===== src/rtl/alu_op_sequencer.sv =====
// alu_op_sequencer: valid/ready front end issuing single-cycle and multiply ops to an alu
module alu_op_sequencer #(
    parameter int         MUL_TIMEOUT = 40,
    parameter logic [3:0] IDLE_FUNC   = 4'd0,
    parameter int         CNT_W       = 16
) (
    input  logic             clk,
    input  logic             rst,
    input  logic             req_valid,
    output logic             req_ready,
    input  logic [3:0]       req_func,
    input  logic [31:0]      req_a,
    input  logic [31:0]      req_b,
    output logic             rsp_valid,
    input  logic             rsp_ready,
    output logic [31:0]      rsp_data,
    output logic             rsp_err,
    output logic [3:0]       alu_func,
    output logic [31:0]      alu_a,
    output logic [31:0]      alu_b,
    input  logic [31:0]      alu_out,
    input  logic             alu_mult_fin,
    output logic             busy,
    output logic [CNT_W-1:0] ops_done
);
    localparam int         TW       = $clog2(MUL_TIMEOUT + 1);
    localparam logic [3:0] MUL_FUNC = 4'd5;
    typedef enum logic [2:0] {IDLE, EXEC, MUL, DRAIN, RESP} state_t;
    state_t        state;
    logic [TW-1:0] cnt;
    logic          legal;
    always_comb legal = req_func inside {4'd0, 4'd2, 4'd11, 4'd13, 4'd14, 4'd15, MUL_FUNC};
    // alu_a/alu_b double as the registered request operands while an op is issued
    always_ff @(posedge clk) begin
        if (rst) begin
            state     <= IDLE;
            req_ready <= 1'b1;
            busy      <= 1'b0;
            rsp_valid <= 1'b0;
            rsp_err   <= 1'b0;
            rsp_data  <= '0;
            alu_func  <= IDLE_FUNC;
            alu_a     <= '0;
            alu_b     <= '0;
            ops_done  <= '0;
            cnt       <= '0;
        end else begin
            case (state)
                IDLE: if (req_valid) begin
                    req_ready <= 1'b0;
                    busy      <= 1'b1;
                    if (!legal) begin
                        state     <= RESP;
                        rsp_valid <= 1'b1;
                        rsp_err   <= 1'b1;
                        rsp_data  <= '0;
                    end else begin
                        state    <= (req_func == MUL_FUNC) ? MUL : EXEC;
                        cnt      <= '0;
                        alu_func <= req_func;
                        alu_a    <= req_a;
                        alu_b    <= req_b;
                    end
                end
                EXEC: begin
                    state     <= RESP;
                    rsp_valid <= 1'b1;
                    rsp_data  <= alu_out;
                    rsp_err   <= 1'b0;
                    alu_func  <= IDLE_FUNC;
                    alu_a     <= '0;
                    alu_b     <= '0;
                end
                MUL: begin
                    cnt <= cnt + 1'b1;
                    if (alu_mult_fin || cnt == TW'(MUL_TIMEOUT - 1)) begin
                        state    <= DRAIN;
                        rsp_data <= alu_mult_fin ? alu_out : '0;
                        rsp_err  <= !alu_mult_fin;
                        alu_func <= IDLE_FUNC;
                        alu_a    <= '0;
                        alu_b    <= '0;
                    end
                end
                DRAIN: if (!alu_mult_fin) begin
                    state     <= RESP;
                    rsp_valid <= 1'b1;
                end
                RESP: if (rsp_ready) begin
                    state     <= IDLE;
                    rsp_valid <= 1'b0;
                    req_ready <= 1'b1;
                    busy      <= 1'b0;
                    ops_done  <= ops_done + 1'b1;
                end
                default: state <= IDLE;
            endcase
        end
    end
endmodule


===== config.mk =====
export PLATFORM = sky130hd
export DESIGN_NAME = alu_op_sequencer
export DESIGN_NICKNAME = d
export VERILOG_FILES = /design/src/rtl/alu_op_sequencer.sv
export SDC_FILE = /design/constraint.sdc
export NUM_CORES = 1
export LEC_CHECK = 0
export ABC_AREA = 1
export CORE_MARGIN = 10
export CORE_UTILIZATION = 48
export CTS_CLUSTER_DIAMETER = 80
export DETAILED_ROUTE_END_ITERATION = 12
export HOLD_SLACK_MARGIN = 0.08
export PLACE_DENSITY = 0.94
export SKIP_CTS_REPAIR_TIMING = 1
export SKIP_LAST_GASP = 1
export SLEW_MARGIN = 40
export SYNTH_ARGS = -nofsm -noshare
export SYNTH_HDL_FRONTEND = slang
export SYNTH_SLANG_ARGS = --single-unit
export TNS_END_PERCENT = 10

===== constraint.sdc =====
create_clock -name clk -period 3.7 [get_ports clk]
set_input_delay 1.11 -clock clk [delete_from_list [all_inputs] [get_ports clk]]
set_output_delay 1.11 -clock clk [all_outputs]
set_load 0.03 [all_outputs]

==> results of run 1 <==
[cells by family after synthesis]
logic type	Yosys count	synth area share
flops	129	0.430
fa+ha+maj	2	0.00417
buf+inv	104	0.0810
compound gates	129	0.108
simple gates	547	0.377
[synthesized netlist by cell type, drive strengths merged]
cell type	number	share of area
nor3	6	0.0050
or2	2	0.0021
inv	34	0.021
nor3b	3	0.0037
buf	44	0.044
dfxtp	129	0.43
nand2	267	0.17
a21oi	118	0.098
nand3	117	0.097
o21ai	10	0.0083
o21bai	1	0.0013
clkbuf	25	0.016
clkinv	1	0.00062
ha	2	0.0042
nor2	143	0.091
nand4	5	0.0052
nand3b	4	0.0050
[worst register-to-register path, delay by kind of cell (launching register included)]
kind	cells	cell delay, ns
buf+inv	2	0.92
simple gates	7	0.65
flops	1	0.46
[stage by stage]
step,cells,hold WS [ns],worst slack (ns)
floorplan,911,0.455,1.53
global placement,1245,0.437,0.853
detailed placement,1245,0.447,0.796
CTS,1277,0.455,1.01
global route,1278,0.484,0.951
finish,1278,0.454,1.00
[final cells by class]
| type | count | area share |
|---|---|---|
| Multi-Input combinational cell | 678 | 0.332 |
| Sequential cell | 129 | 0.290 |
| Timing Repair Buffer | 235 | 0.269 |
| Clock buffer | 22 | 0.0521 |
| Tap cell | 168 | 0.0236 |
| Clock inverter | 10 | 0.0177 |
| Inverter | 35 | 0.0149 |
| Antenna cell | 1 | 0.000281 |
[power breakdown]
part           switching [mW]  leakage, nW  internal [mW]  total [mW]
clock network           0.603        0.296           1.16        1.76
logic                    2.52         2.44           1.52        4.05
registers               0.249         1.06           1.86        2.11
total                    3.38         3.80           4.54        7.92
[metal layers]
layer  vias up  part of all wire  GRT usage
met4         0             0.032     0.0847
met5         -                 0          0
met3        40             0.090     0.0918
li1       3307                 -          -
met1      2957              0.41      0.238
met2       263              0.47      0.344
[sequential cells by signal, summed over array words and instances (netlist names)]
| name | count |
|---|---|
| cnt | 6 |
| state | 3 |
| alu_b | 32 |
| alu_func | 4 |
| alu_a | 32 |
| rsp_data | 32 |
| rsp_valid | 1 |
| rsp_err | 1 |
| ops_done | 16 |
| busy | 1 |
| req_ready | 1 |
[worst max path at each step]
stage | startpoint | endpoint | slack (ns)
5_1_grt | ops_done[9] | ops_done[9] | 0.95
4_1_cts | ops_done[5] | ops_done[5] | 1.01
6_report | ops_done[9] | ops_done[9] | 1.00
3_5_place_dp | req_valid | rsp_data[7] | 0.80
3_3_place_gp | req_func[0] | alu_b[5] | 0.85
2_1_floorplan | req_func[1] | alu_b[17] | 1.53
==> summary.md, run 1 <==
| Metric | Value |
|---|---|
| Clock root buffer | clkbuf_16 |
| Dpl cell area | between 8000 and 9000 sq um |
| CTS tree | yes |
| Vias/cell | 5.14 |
| Die area | between 15000 and 20000 sq um |
| Leakage power | 3.80 nW |
| CP peak stage delay | ~0.76 ns |
| H-tree levels | 4 |
| Most frequent cells in the layout | nand2_1 (266), clkdlybuf4s50_1 (224), nor2_1 (138) |
| Post-Syn Instances | 911 |
| Worst-case reg-to-reg path depth | 9 |
| Layout Utilization | 0.735 |
| Rows | 40 |
| Gr ovfl total | 0 |
| Synth-to-Final Area Change | 48.3% |
| Sink Count | 129 |
| DR pass1 iterations | 6 |
| Avg Inst Size Synth | around 6.6 sq um |
| CP Depth | 1 |
| Initial Util | 0.496 |
| Largest net degree at the start of global routing | 129 |
| Tcrit/Tclk final | 0.729 |
| Peak Freq | 0.371 GHz |
| Worst r2r dst | alu_b[29] |
| Most common cell after layout, fill and taps aside | nand2_1 |
| Setup violators final | 0 |
| DR vias | 6567 |
| Cts bufs inserted | 17 |
| Library cells used by synthesis | 22 |
| R2R Setup Slk | 1.61 ns |
| Residual DRC | 0 |
| GRT Util Overall | 0.211 |
| Hold path cells | 2 |
| Final Hold Fails | 0 |
| Core Footprint | 12100 sq um |
| #FFs+latches synth | ~130 |
| Peak VDD IR | 0.525 mV |
| First-pass GRT wire length | approximately 30 mm |
| Worst endpoint required time | between 2 and 3 ns |
| CP Class | register to output pin |
| Fin nets | 1203 |
| Num ports | 225 |
| Final min period | about 2.7 ns |
| CP top delay family | buffers and inverters |
| Seq/Total Area, Yosys | 0.430 |
| Die width | 132 um |
| Clk pin slew, worst setup/hold paths | 0.06 ns |
| Crit-path max FO | 5 |
| Vias in the first global route | 5993 |
| Final Cell Area | 8910 sq um |
| Die Y | 132 um |
| Worst rel slew slack | 0.577 |
| WP buf/inv | 1 |
| FF-to-FF Start | state[1] |
| Max Cap Viol | 0 |
| Total power | about 7.9 mW |
| CP startpoint kind | register |
| DRT antenna net count | 0 |
| End of the worst hold path | rsp_valid |
| Power Density | 889 nW/um^2 |
| Layout cells sized above 1 | 0.0478 |
| Initial antenna violation count | 1 |
| Run status | completed |
| TNS Setup | 0 ns |
| Initial DRC count | approximately 540 |
| Final wirelength | 19.3 mm |
| Critical Path AT | between 1.5 and 2 ns |
| Crit-path cells | clkdlybuf4s50_1 |
| RSZ-0062 raised after global routing | no |
| HP Start | rsp_valid |
| CTS Buffer Depth | 2 |
| Reg area | 2580 sq um |
| CP endpoint kind | output pin |
| Fillers | 939 |
| CP max stage cell | clkdlybuf4s50_1 |
| WL per Instance | 15.1 um |
| Routability Congestion | 0.826 |
| Synthesized area | 6010 sq um |
| Yosys Warn Count | 0 |
| Multi-input logic area | 2960 sq um |
| Worst-Skew Late Latency | 0.42 ns |
| Worst-margin pin slew | 0.634 ns |
| Buffers on Ports | 224 |
| Hold WC Path Type | register to register |
| Final HPWL from detailed placement | 13.3 mm |
| Post-Syn Nets | approximately 1000 |
| Slew Viols, Final | 0 |
| Clock skew | about 0.0085 ns |
(Power assumes the default switching activity.)
==> run 2: changes to the inputs <==
Settings changed: CORE_UTILIZATION 48 to 45, PLACE_DENSITY 0.94 to 0.89.
Clock period 3.7 ns to 2.62 ns, I/O delays scaled along.
==> summary.md, run 2 (synthesized netlist as in run 1, its figures left out) <==
| Metric | Value |
|---|---|
| Final Hold Fails | 0 (unchanged) |
| Gr ovfl total | 0 (unchanged) |
| WL per Instance | 14.7 um (-2.8%) |
| CP endpoint kind | output pin |
| Reg area | 2580 sq um (unchanged) |
| CP startpoint kind | register |
| Fin nets | 1214 (+0.91%) |
| Initial Util | 0.457 (-0.0387) |
| Largest net degree at the start of global routing | 57 (-56%) |
| DR pass1 iterations | 5 (-1) |
| WP buf/inv | 1 (unchanged) |
| Core Footprint | 13100 sq um (+8.5%) |
| Initial DRC count | 565 (+4.4%) |
| Post-Place Cells | 1264 (+1.5%) |
| Die area | 18400 sq um (+5.6%) |
| Clk pin slew, worst setup/hold paths | 0.06 ns (about the same) |
| Fillers | 1054 (+12%) |
| Most frequent cells in the layout | nand2_1 (266), clkdlybuf4s50_1 (224), nor2_1 (138) |
| Hold WC Path Type | register to register |
| CTS Buffer Depth | 2 (unchanged) |
| H-tree levels | 4 (unchanged) |
| Residual DRC | 0 (unchanged) |
| Final wirelength | 19.0 mm (-1.5%) |
| Seq pwr share | 0.268 (about the same) |
| Leakage power | 3.86 nW (+1.8%) |
| Crit-path max FO | 4 (-1) |
| Max Cap Viol | 0 (unchanged) |
| Multi-input logic area | 2960 sq um (unchanged) |
| Die Y | 136 um (+2.8%) |
| Switch Pwr | 4.72 mW (+40%) |
| Largest regs | alu_a: 32 flops, alu_b: 32 flops, rsp_data: 32 flops |
| Layout cells sized above 1 | 0.0572 (+0.00940) |
| Final min period | approximately 2.3 ns |
| Tcrit/Tclk final | 0.891 |
| Worst-Skew Late Latency | 0.41 ns (about the same) |
| Clock skew | 0.00740 ns (-0.00107 ns) |
| Cts bufs inserted | 17 (unchanged) |
| CP max stage cell | clkdlybuf4s50_1 |
| Final setup margin | 0.287 ns (-0.718 ns) |
| P_int | 6.37 mW (+40%) |
| TNS Setup | 0 ns (unchanged) |
| CP top delay family | buffers and inverters |
| Power Density | 1230 nW/um^2 (+38%) |
| CP peak stage delay | 0.73 ns (-0.03 ns) |
| Most common cell after layout, fill and taps aside | nand2_1 |
| Slew Viols, Final | 0 (unchanged) |
| Clock network power share | 0.197 (-0.025) |
| Run status | completed |
| DR vias | 6499 (-1.0%) |
| Setup violators final | 0 (unchanged) |
| DRT antenna net count | 0 (unchanged) |
| Worst-margin pin slew | 0.382 ns (-0.252 ns) |
| Antenna cells | 0 (-1) |
| Vias/cell | 5.02 (-2.3%) |
| Combinational power share | 0.535 (+0.024) |
| Crit-path cells | clkdlybuf4s50_1 |
| Final HPWL from detailed placement | 13.6 mm (+1.9%) |
| Rows | 42 (+5.0%) |
| Sink Count | 129 (unchanged) |
| Buffers on Ports | 224 (unchanged) |
| First-pass GRT wire length | 29.5 mm (-2.8%) |
| Peak VDD IR | 0.568 mV (+8.1%) |
| Initial antenna violation count | 1 (unchanged) |
| GRT Util Overall | 0.197 (-0.0144) |
| CP Class | register to output pin |
| RSZ-0062 raised after global routing | no |
| Synth-to-Final Area Change | 50.1% |
| Sw Share | 0.426 (about the same) |
| CTS tree | yes |
| Vias in the first global route | 5737 (-4.3%) |
| DP Worst Slack | 0.187 ns (-0.609 ns) |
| Critical Path AT | 1.55 ns (-0.04 ns) |
| Peak Freq | approximately 0.43 GHz |
| Die width | 136 um (+2.8%) |
| Final cell count without fillers | 1295 (+1.3%) |
| Num ports | 225 (unchanged) |
| Routability Congestion | 0.861 (+4.2%) |
| Worst endpoint required time | 1.83 ns (-0.76 ns) |
| Final Cell Area | 9020 sq um (+1.2%) |
| Layout Utilization | 0.686 (-0.0491) |
| Worst rel slew slack | 0.745 (+0.168) |
| Clock root buffer | clkbuf_16 |
| Dpl cell area | 8460 sq um (+2.2%) |
==> run 2: metal layers <==
layer | vias up | GRT usage | part of all wire
met5 | - | 0 | 0.00095
met4 | 2 | 0.0610 | 0.014
met3 | 22 | 0.0827 | 0.099
met2 | 218 | 0.330 | 0.49
met1 | 2932 | 0.222 | 0.40
li1 | 3325 | - | -
==> run 2: path summary, 6_finish.rpt <==
kind	depth (start not counted)	startpoint	end	slack (ns)
min	2	rsp_valid	rsp_valid	0.47
max reg2reg	7	state[2]	rsp_data[2]	0.80
max	1	ops_done[6]	ops_done[6]	0.29
min reg2reg	2	rsp_valid	rsp_valid	0.47
==> run 2: power by group through the flow <==
stage / combinational [mW] / sequential (mW) / clock, mW
after floorplan: 2.55 / 4.25 / 0
after global placement: 5.86 / 2.98 / 0
after detailed placement: 5.95 / 3.00 / 0
after CTS: 5.98 / 2.97 / 2.22
after global routing: 6.45 / 3.04 / 2.30
final: 5.94 / 2.97 / 2.18
==> run 2: tightest hold or removal path, delay by kind of cell, from the launching register on <==
family                 cells  cell delay (ns)
flip-flops                 1             0.31
buffers and inverters      1             0.05
AO/OA/AOI/OAI              1             0.06
==> run 2: layout make-up <==
cell class                 count  area share
clock buffer                  26      0.0587
clock inverter                 5     0.00278
inverter                      35      0.0147
multi-input combinational    678       0.328
sequential                   129       0.286
tap                          176      0.0244
timing repair buffer         246       0.285
==> run 2: through the flow <==
step	total power, mW	hold slack, ns
finish	11.1	0.465
global route	11.8	0.480
CTS	11.2	0.467
detailed placement	8.96	0.455
global placement	8.84	0.443
floorplan	6.80	0.455
==> RTL edit 1: new RTL, flow settings as in run 2 <==
The parameter `MUL_TIMEOUT` goes from 40 to 20.
--- a/src/rtl/alu_op_sequencer.sv
+++ b/src/rtl/alu_op_sequencer.sv
@@ -1,6 +1,6 @@
 // alu_op_sequencer: valid/ready front end issuing single-cycle and multiply ops to an alu
 module alu_op_sequencer #(
-    parameter int         MUL_TIMEOUT = 40,
+    parameter int         MUL_TIMEOUT = 20,
     parameter logic [3:0] IDLE_FUNC   = 4'd0,
     parameter int         CNT_W       = 16
 ) (
Formal check against the unedited RTL: no difference found for any inputs over 4 cycles, from zero or initial values and one cycle with rst high; that may be too few to reach the edited logic, so the function may still have changed.
==> RTL edit 1 against run 2 <==
- clock power rose by 20%
- cell area fell by 4.6%
- setup slack improved by 0.0071 ns
- routed wire length fell by 6.2%
- sequential cell count fell by 1
- total power fell by 2.5%
- sequential share of layout area rose by 1.2 points
- largest power group unchanged
- area after synthesis fell by 7.5%
- worst hold slack got worse by 0.021 ns
==> RTL edit 1: results (changes against run 2) <==
stage,metric,value,unit,change
global_route,total global-route track usage,0.199,,+0.00274
setup_path,max incr delay on CP,0.71,ns,-0.02 ns
place,post-DP HPWL,12400,µm,-8.5%
detailed_routing,Antenna Nets Post-Route,0,,unchanged
cells_and_area,Nets,1149,,-5.4%
clocking,Clock Latency Late Sink,0.41,ns,about the same
place,GP Congestion,0.816,,-5.2%
setup_path,crit-path max FO,5,,+1
setup_path,FF-to-FF End,alu_b[28],,
pwr,static leakage,0.00363,µW,-6.1%
yosys,"top cells by area, synth","dfxtp_1 46%, nand2_1 18%, nor2_1 11%",,
detailed_routing,Detailed Routing Iterations Pass 1,6,,+1
worst_hold_path,hold depth,2,,unchanged
yosys,most frequent cells after synthesis,"271 x nand2_1, 167 x nor2_1, 128 x dfxtp_1, 88 x nand3_1, 51 x a21oi_1",,
setup_path,FF-to-FF setup slack,0.94,ns,+0.14 ns
detailed_routing,DR iter-0 viols,355,,-37%
global_route,largest net degree at the start of global routing,83,,+46%
cells_and_area,fillers,918,,-13%
setup_path,CP startpoint,ops_done[5],,
global_route,initial antenna violation count,0,,-1
detailed_routing,Total Wirelength,17800,µm,-6.2%
global_route,number of global-route vias before repair,5625,,-2.0%
yosys,Unique masters post-synth,25,,+14%
setup_path,Reg2Reg Launch Point,cnt[0],,
cells_and_area,ANT cells,0,,unchanged
worst_hold_path,Hold EP,rsp_valid,,
worst_hold_path,worst hold start,rsp_valid,,
pwr,P_sw,4460,µW,-5.5%
outcome,outcome,completed,,
yosys,syn_nets,940,,-7.7%
pwr,peak supply drop,0.674,mV,+19%
cells_and_area,layout cell share with drive strength beyond 1,0.0531,,-0.00411
timing,skew final,0.00449,ns,-0.00292 ns
clocking,Clock transition at path regs,0.05,ns,
yosys,YS warnings,0,,unchanged
setup_path,Arrival @ worst endpoint,1.54,ns,
place,number of port buffers,224,,unchanged
clocking,maximum root-to-sink buffer count,2,,unchanged
cells_and_area,largest registers,"alu_a x32, alu_b x32, rsp_data x32",,
setup_path,critical path's top delay family,buffers and inverters,,
setup_path,CP max-delay cell,clkdlybuf4s50_1,,
clocking,CTS buffer count,17,,unchanged
clocking,H-tree depth,4,,unchanged
yosys,Most used DFF post-synth,dfxtp_1,,
yosys,Post-synth ARST share,0,,unchanged
clocking,CTS root buffer,clkbuf_16,,
detailed_routing,vias per inst,4.83,,-3.8%
global_route,global-route wire length before repair,28700,µm,-2.7%
worst_hold_path,worst hold path type,flop to flop,,
timing,relative slew slack,0.742,,-0.00264
setup_path,reg2reg path depth,10,,+3
yosys,post-synthesis sequential area ratio,0.461,,+0.0313
RTL edit 1: logic make-up (layout without fill, tap and decap cells):
group / count (synthesis) / after routing / share of synthesized area
buffers and inverters: 93 / 315 / 0.0773
AND/OR/NAND/NOR: 545 / 545 / 0.397
AO/OA/AOI/OAI: 65 / 65 / 0.0599
adder cells (fa/ha/maj): 2 / 2 / 0.00450
flip-flops: 128 / 128 / 0.461
RTL edit 1: worst max-delay path by stage:
stage / endpoint / slack (ns) / depth (start not counted)
3_5_place_dp: alu_b[31] / 0.19 / 10
4_1_cts: ops_done[5] / 0.27 / 1
2_1_floorplan: cnt[0] / 0.81 / 9
6_report: ops_done[5] / 0.29 / 1
5_1_grt: ops_done[5] / 0.22 / 1
3_3_place_gp: alu_b[23] / 0.28 / 9
RTL edit 1: layout make-up:
| cell class | instances | share of cell area |
|---|---|---|
| clock buffers | 23 | 0.0567 |
| clock inverters | 9 | 0.0207 |
| inverters | 45 | 0.0196 |
| multi-input cells | 612 | 0.299 |
| flip-flops and latches | 128 | 0.298 |
| well taps | 168 | 0.0244 |
| repair buffers | 238 | 0.282 |
RTL edit 1: worst min-delay path: cells and delay by family (launching register included):
family / cells / cell delay, ns
flops: 1 / 0.31
compound gates: 1 / 0.05
buf+inv: 1 / 0.05
RTL edit 1: power by group through the flow:
stage          combinational [µW]  clock [µW]  sequential (µW)
2_1_floorplan                2160           0             4110
3_3_place_gp                 5250           0             2910
3_5_place_dp                 5310           0             2940
4_1_cts                      5340        2670             2910
5_1_grt                      5740        2750             2990
6_report                     5290        2620             2910
RTL edit 1: metrics by stage:
step	instances	hold WS [ns]	total power, µW	area, µm²	setup slack, ns
after floorplan	833	0.454	6270	5560	0.806
after global placement	1191	0.433	8160	7930	0.279
after detailed placement	1191	0.441	8250	7930	0.194
after CTS	1223	0.450	10900	8600	0.271
after global routing	1223	0.462	11500	8600	0.223
final	1223	0.444	10800	8600	0.294
RTL edit 1: routing by layer:
layer / GRT usage / vias up / wire [µm]
li1: - / 3034 / -
met1: 0.222 / 2640 / 7290
met2: 0.329 / 206 / 8540
met3: 0.0903 / 22 / 1650
met4: 0.0700 / 0 / 341
met5: 0 / - / 0
==> RTL edit 2: new RTL, config.mk and constraints of run 2 <==
Without the edit above. Reset style: asynchronous (`rst`), changed in one clocked block.
--- a/src/rtl/alu_op_sequencer.sv
+++ b/src/rtl/alu_op_sequencer.sv
@@ -31,7 +31,7 @@
     logic          legal;
     always_comb legal = req_func inside {4'd0, 4'd2, 4'd11, 4'd13, 4'd14, 4'd15, MUL_FUNC};
     // alu_a/alu_b double as the registered request operands while an op is issued
-    always_ff @(posedge clk) begin
+    always_ff @(posedge clk or posedge rst) begin
         if (rst) begin
             state     <= IDLE;
             req_ready <= 1'b1;
Function: differs if rst is asserted again (counterexample within 4 cycles, from zero or initial values and one cycle with rst high); with rst held inactive, the same outputs for 4 cycles.
==> RTL edit 2 against run 2 <==
- synthesized cell count is 14% lower
- clock power rose by 9%
- sequential cell count unchanged
- cell area up 0.60%
- setup slack worse by 0.049 ns
- total power is 3.3% higher
- routed wire length shrank 3.5%
- critical path depth unchanged
- area after synthesis decreased by 0.29%
- critical path type unchanged
==> RTL edit 2: results (changes against run 2) <==
stage,metric,value,unit,change
setup_path,crit-path max FO,2,,-2
pwr,peak supply drop,0.688,mV,+21%
place,Placed Cells,1161,,-8.1%
place,post-DP HPWL,13400,µm,-1.3%
worst_hold_path,Hold EP,alu_b[27],,
setup_path,Reg2Reg Launch Point,state[0],,
yosys,most frequent cells after synthesis,"301 x nand2_1, 128 x dfrtp_1, 91 x nor2_1, 90 x inv_1, 90 x nand3_1",,
global_route,global-route wire length before repair,29000,µm,-1.6%
detailed_routing,DR iter-0 viols,389,,-31%
global_route,largest net degree at the start of global routing,64,,+12%
setup_path,Arrival @ worst endpoint,1.60,ns,+0.05 ns
global_route,initial antenna violation count,0,,-1
global_route,total global-route track usage,0.198,,+0.00139
cells_and_area,fillers,1032,,-2.1%
setup_path,worst setup path end,req_ready,,
timing,Tcrit/Tclk final,0.909,,+0.0188
outcome,outcome,completed,,
detailed_routing,vias per inst,4.82,,-3.9%
global_route,number of global-route vias before repair,5723,,-0.24%
yosys,Post-synth ARST share,1.00,,+1.00
timing,worst hold margin,0.467,ns,+0.00190 ns
detailed_routing,met3 wire length,1840,µm,-2.5%
setup_path,reg2reg path depth,8,,+1
pwr,static leakage,0.00467,µW,+21%
detailed_routing,Top Metal Used,met4,,
setup_path,CP startpoint,req_ready,,
detailed_routing,via count,5744,,-12%
timing,skew final,0.00777,ns,+0.000363 ns
global_route,GR Layer Usage met2,0.319,,-0.0111
timing,worst slew pin tran,0.764,ns,+0.383 ns
yosys,Unique masters post-synth,28,,+27%
setup_path,FF-to-FF setup slack,0.33,ns,-0.47 ns
cells_and_area,Nets,1111,,-8.5%
setup_path,FF-to-FF End,rsp_data[12],,
==> RTL edit 2: changes by cell type after synthesis, sizes merged, moves of 26 or more <==
cell / before / now
dfxtp: 129 / 0
dfrtp: 0 / 128
inv: 34 / 94
nor2: 143 / 95
nand3: 117 / 91
nand2: 267 / 304
a21oi: 118 / 3
==> RTL edit 2: kinds of logic after synthesis <==
| kind of cell | after synthesis | synth area share |
|---|---|---|
| buffers and inverters | 129 | 0.0884 |
| DFF | 129 | 0.539 |
| and+or+nand+nor | 501 | 0.342 |
| adders and majority gates | 2 | 0.00418 |
| AOI/OAI and AO/OA | 12 | 0.0119 |
| xor gates and xnor gates | 10 | 0.0146 |
==> RTL edit 2: where the power goes <==
part,switching (µW),internal (µW)
Clock,797,1570
Combinational,3700,2160
Sequential,461,2760
==> RTL edit 2: cell type report <==
cell class,instances,area share
flip-flops and latches,129,0.356
repair buffers,237,0.269
multi-input cells,525,0.247
clock buffers,23,0.0494
inverters,94,0.0393
well taps,176,0.0243
clock inverters,7,0.0149
